===== src/rtl/regfile_pkg.sv =====
// Shared definitions for the RegisterFile writeback arbiter: widths, the
// hard-wired zero register index and the writeback requester encoding.
package regfile_pkg;

    localparam int DATA_W = 32;
    localparam int ADDR_W = 5;

    localparam logic [4:0] REG_ZERO = 5'd0;

    typedef enum logic {
        WB_ALU = 1'b0,
        WB_MEM = 1'b1
    } wb_src_e;

endpackage


===== src/rtl/regfile_wb_arbiter_rr_arb2.sv =====
// Two-way round-robin arbiter: holds the last-granted pointer and produces
// combinational grants from the request pair, gated by Stall and reset.
module rr_arb2
    import regfile_pkg::*;
(
    input  logic       Clk,
    input  logic       Rst_n,
    input  logic [1:0] Req,
    input  logic       Stall,
    output logic [1:0] Gnt
);

    wb_src_e    last_r;
    logic [1:0] gnt_s;

    // Grant selection; on a tie the port that did not win last time goes first
    always_comb begin
        gnt_s = 2'b00;
        if (!Rst_n || Stall) begin
            gnt_s = 2'b00;
        end else begin
            case (Req)
                2'b01:   gnt_s = 2'b01;
                2'b10:   gnt_s = 2'b10;
                2'b11:   gnt_s = (last_r == WB_ALU) ? 2'b10 : 2'b01;
                default: gnt_s = 2'b00;
            endcase
        end
    end

    assign Gnt = gnt_s;

    // Round-robin pointer; reset to WB_MEM so the ALU wins the first tie
    always_ff @(posedge Clk or negedge Rst_n) begin
        if (!Rst_n) begin
            last_r <= WB_MEM;
        end else if (gnt_s[0]) begin
            last_r <= WB_ALU;
        end else if (gnt_s[1]) begin
            last_r <= WB_MEM;
        end else begin
            last_r <= last_r;
        end
    end

endmodule


===== src/rtl/regfile_wb_arbiter.sv =====
// Shares the RegisterFile write port between the ALU and load-unit writeback
// sources. Optional write-before-commit forwarding is enabled by WB_FWD_EN.
module regfile_wb_arbiter #(
    parameter int DATA_W = 32,
    parameter int ADDR_W = 5,
    parameter int CNT_W  = 16
) (
    input  logic              Clk,
    input  logic              Rst_n,
    input  logic              Stall,
    input  logic              Req0,
    input  logic              Req1,
    input  logic [ADDR_W-1:0] Reg0,
    input  logic [ADDR_W-1:0] Reg1,
    input  logic [DATA_W-1:0] Data0,
    input  logic [DATA_W-1:0] Data1,
    output logic              Gnt0,
    output logic              Gnt1,
    output logic              RegWrite,
    output logic [ADDR_W-1:0] WriteRegister,
    output logic [DATA_W-1:0] WriteData,
    output logic [CNT_W-1:0]  ConflictCnt
`ifdef WB_FWD_EN
    ,
    input  logic [ADDR_W-1:0] RdReg1,
    input  logic [ADDR_W-1:0] RdReg2,
    output logic              FwdHit1,
    output logic              FwdHit2,
    output logic [DATA_W-1:0] FwdData1,
    output logic [DATA_W-1:0] FwdData2
`endif
);
    import regfile_pkg::*;

    localparam logic [ADDR_W-1:0] ZERO_IDX = ADDR_W'(REG_ZERO);
    localparam logic [CNT_W-1:0]  CNT_MAX  = {CNT_W{1'b1}};

    logic [1:0]        gnt_s;
    logic              xfer_s;
    logic              conflict_s;
    logic [ADDR_W-1:0] sel_reg_s;
    logic [DATA_W-1:0] sel_data_s;

    logic              reg_write_r;
    logic [ADDR_W-1:0] write_register_r;
    logic [DATA_W-1:0] write_data_r;
    logic [CNT_W-1:0]  conflict_cnt_r;

    rr_arb2 u_arb (
        .Clk   (Clk),
        .Rst_n (Rst_n),
        .Req   ({Req1, Req0}),
        .Stall (Stall),
        .Gnt   (gnt_s)
    );

    assign Gnt0       = gnt_s[0];
    assign Gnt1       = gnt_s[1];
    assign xfer_s     = gnt_s[0] | gnt_s[1];
    assign conflict_s = Req0 & Req1 & ~Stall;

    // Mux the granted source onto the write-port path
    always_comb begin
        sel_reg_s  = Reg0;
        sel_data_s = Data0;
        if (gnt_s[1]) begin
            sel_reg_s  = Reg1;
            sel_data_s = Data1;
        end else begin
            sel_reg_s  = Reg0;
            sel_data_s = Data0;
        end
    end

    // Write-port registers; $zero writes are consumed but never strobed
    always_ff @(posedge Clk or negedge Rst_n) begin
        if (!Rst_n) begin
            reg_write_r      <= 1'b0;
            write_register_r <= '0;
            write_data_r     <= '0;
        end else if (xfer_s) begin
            reg_write_r      <= (sel_reg_s != ZERO_IDX);
            write_register_r <= sel_reg_s;
            write_data_r     <= sel_data_s;
        end else begin
            reg_write_r      <= 1'b0;
        end
    end

    // Saturating count of cycles where both sources contend
    always_ff @(posedge Clk or negedge Rst_n) begin
        if (!Rst_n) begin
            conflict_cnt_r <= '0;
        end else if (conflict_s && (conflict_cnt_r != CNT_MAX)) begin
            conflict_cnt_r <= conflict_cnt_r + CNT_W'(1);
        end else begin
            conflict_cnt_r <= conflict_cnt_r;
        end
    end

    assign RegWrite      = reg_write_r;
    assign WriteRegister = write_register_r;
    assign WriteData     = write_data_r;
    assign ConflictCnt   = conflict_cnt_r;

`ifdef WB_FWD_EN
    // Bypass the pending write to readers before RegisterFile commits it
    always_comb begin
        FwdHit1  = 1'b0;
        FwdHit2  = 1'b0;
        FwdData1 = '0;
        FwdData2 = '0;
        if (reg_write_r && (write_register_r == RdReg1) && (RdReg1 != ZERO_IDX)) begin
            FwdHit1  = 1'b1;
            FwdData1 = write_data_r;
        end else begin
            FwdHit1  = 1'b0;
            FwdData1 = '0;
        end
        if (reg_write_r && (write_register_r == RdReg2) && (RdReg2 != ZERO_IDX)) begin
            FwdHit2  = 1'b1;
            FwdData2 = write_data_r;
        end else begin
            FwdHit2  = 1'b0;
            FwdData2 = '0;
        end
    end
`endif

endmodule

===== config.mk =====
export PLATFORM = sky130hd
export DESIGN_NAME = regfile_wb_arbiter
export DESIGN_NICKNAME = d
export VERILOG_FILES = /design/src/rtl/regfile_pkg.sv /design/src/rtl/regfile_wb_arbiter_rr_arb2.sv /design/src/rtl/regfile_wb_arbiter.sv
export SDC_FILE = /design/constraint.sdc
export NUM_CORES = 1
export LEC_CHECK = 0
export ABC_AREA = 1
export CAP_MARGIN = 10
export CORE_UTILIZATION = 30
export CTS_CLUSTER_SIZE = 30
export DETAILED_ROUTE_END_ITERATION = 8
export PLACE_DENSITY = 0.71
export SLEW_MARGIN = 20
export SYNTH_ARGS = -nofsm -noshare
export SYNTH_HDL_FRONTEND = slang
export SYNTH_SLANG_ARGS = --single-unit
export TNS_END_PERCENT = 100

===== constraint.sdc =====
create_clock -name Clk -period 2.7 [get_ports Clk]
set_input_delay 0.54 -clock Clk [delete_from_list [all_inputs] [get_ports Clk]]
set_output_delay 0.54 -clock Clk [all_outputs]
set_load 0.005 [all_outputs]

==> metrics.yaml <==
cts_setup_buffers: 0
critPathRequiredTime_ns: 2.16
via_count: 2838
finalHoldViolCount: 0
maxSlewHeadroom: 0.514
yosys_warnings: 0
avgSynthCellArea_sq_um: 7.93
ys_async_sr_fraction: 1.00
area_delta_synth_final_pct: 53.3
layout_min_cycle_time_ns: 2.55
portBuffers: 134
die_w_um: 101
clock_latency_ns: 0.31
tritoncts: "built"
peakVddDrop_mv: 0.254
fin_ws_ns: 0.148
pwr-share-comb: 0.320
final_cell_mix: "nand2_1 (151), clkdlybuf4s50_1 (133), dfrtp_1 (54)"
final_util: 0.479
synthesis.nets: 447
postRouteAntennaNets: 0
arrival_ns: 2.01
netSwitchingFraction: 0.284
yosysSeqAreaShare: 0.473
synth_edf_count: 0
rows: 35
endpoint_kind: "primary output"
wire_per_inst_um: 13.0
drv_cap: 0
post_cts_resized: 0
htree_levels: 2
die_area_sq_um: 10100
ctsHoldBuffers: 0
power_switching_mw: 0.675
grt_pass1_vias: 2687
grt_max_degree: 59
dr.first_iter.drc_count: 83
p_clk_frac: 0.209
vias_per_cell: 4.52
ys_seq_elements: 55
syn_area_sq_um: 2910
synth-main-ff-cell: "dfrtp_1"
status: "complete, no violations"
powerDensity_nw_per_um2: 533
overflow: 0
pin_count: 135
pwr-share-seq: 0.470
crit_slowest_cell: "clkdlybuf4s50_1"
tightest_slew_ns: 0.729
ys_top_cells_by_area: "dfrtp_1 (46%), nand2_1 (19%), o211ai_1 (8.3%), or2_2 (6.9%), inv_1 (2.4%)"
cp_max_fo: 3
cp_top_family: "buffers and inverters"
drive_gt1_frac: 0.110
worstSetupPathType: "in -> out"
final_common_cell: "nand2_1"
yosysTopAreaCell: "dfrtp_1"
final.setup.tns_ns: 0
grt_pass1_wl_um: 12900
layout.cells.non_filler: 628
die_h_um: 101
cp-start-kind: "input pin"
syn_inst: 367
ys_types: 25
p_leak_nw: 2.03
p_int_mw: 1.70
clk_path_buf_depth: 2
grt_antenna_before_repair: 0
first_pass_iters: 4
dp.cells: 619
fin_skew_ns: 0.00696
gp_congestion: 0.870
setup_viol: 0
core-area_sq_um: 9330
cts_sinks: 55
totalWireLength_um: 8150
root_buffer: "clkbuf_8"
max_freq_ghz: 0.392
grt_setup_unrepaired: "no"
cpMostUsedCell: "clkdlybuf4s50_1"
post-route-period-util: 0.945
crit_buf_inv: 3
cts_buffers: 5
start_util: 0.312
path_cells: "clkdlybuf4s50_1 > inv_1 > o21ai_0 > nor2_1 > clkdlybuf4s50_1"
detailedPlacementHpwl_um: 6030
max_stage_delay_ns: 0.58
fin_nets: 577
drv_slew: 0
synth.top_cell.area_share: 0.464
track_usage: 0.162
clkTransAtPathRegs_ns: 0.10
fillers: 919
worst_hold_path_type: "in -> async"
drc: 0
dp_slack_ns: 0.132
worst paths after layout:
kind	slack, ns	to	from	cells past startpoint
max	0.15	Gnt0	Req1	5
max reg2reg	0.78	WriteData[26]	u_arb.last_r	8
max in group asynchronous	1.80	ConflictCnt[6]	Rst_n	2
min in group Clk	0.49	WriteData[22]	WriteData[22]	2
min	0.40	WriteRegister[4]	Rst_n	2
min reg2reg	0.49	WriteData[22]	WriteData[22]	2
metal layers:
layer | vias to the layer above | wire length, um | GRT usage
met5 | - | 0 | 0
met3 | 6 | 658 | 0.0485
met4 | 0 | 62 | 0.0334
li1 | 1438 | - | -
met2 | 106 | 3940 | 0.276
met1 | 1288 | 3490 | 0.204
flip-flops by register name, indices dropped and copies added, names as in the netlist:
name	count
ConflictCnt	16
RegWrite	1
WriteData	32
WriteRegister	5
u_arb.last_r	1
synth_stat cells (5+ instances only):
cell type	instances
nand2_1	151
dfrtp_1	54
o211ai_1	32
or2_2	32
inv_1	19
nor2_1	18
o21ai_0	11
buf_2	8
nand3_1	6
nand4_1	6
clkbuf_1	5
xnor2_1	5
cells by family after synthesis:
logic type | share of synthesized area
and+or+nand+nor | 0.336
DFF | 0.473
AOI/OAI and AO/OA | 0.101
buffers and inverters | 0.0584
xor gates and xnor gates | 0.0271
adders and majority gates | 0.00430
worst reg2reg max path, delay by kind of cell (launching register included):
family                 cells  cell delay (ns)
AOI/OAI and AO/OA          1             0.19
buffers and inverters      3             0.85
DFF                        1             0.39
and+or+nand+nor            4             0.43
stage by stage:
| stage | instance area [sq um] | power [mW] | hold slack (ns) |
|---|---|---|---|
| finish | 4460 | 2.38 | 0.403 |
| global route | 4460 | 2.53 | 0.472 |
| CTS | 4460 | 2.41 | 0.444 |
| detailed placement | 4360 | 1.90 | 0.467 |
| global placement | 4360 | 1.89 | 0.463 |
| floorplan | 2910 | 1.36 | 0.244 |
layout make-up:
cell class	count	area, sq um	share of cell area
diodes	1	2.50	0.000561
multi-input cells	274	1360	0.305
clock buffers	8	100	0.0224
flip-flops and latches	55	1380	0.309
inverters	22	85.1	0.0191
repair buffers	139	1370	0.308
well taps	129	161	0.0362
power groups by stage:
| stage | Combinational, mW | Sequential (mW) | Clock (mW) |
|---|---|---|---|
| 2_1_floorplan | 0.238 | 1.12 | 0 |
| 3_3_place_gp | 0.761 | 1.13 | 0 |
| 3_5_place_dp | 0.773 | 1.13 | 0 |
| 4_1_cts | 0.775 | 1.12 | 0.519 |
| 5_1_grt | 0.843 | 1.14 | 0.549 |
| 6_report | 0.762 | 1.12 | 0.498 |
Power figures use the tool's default switching activity.
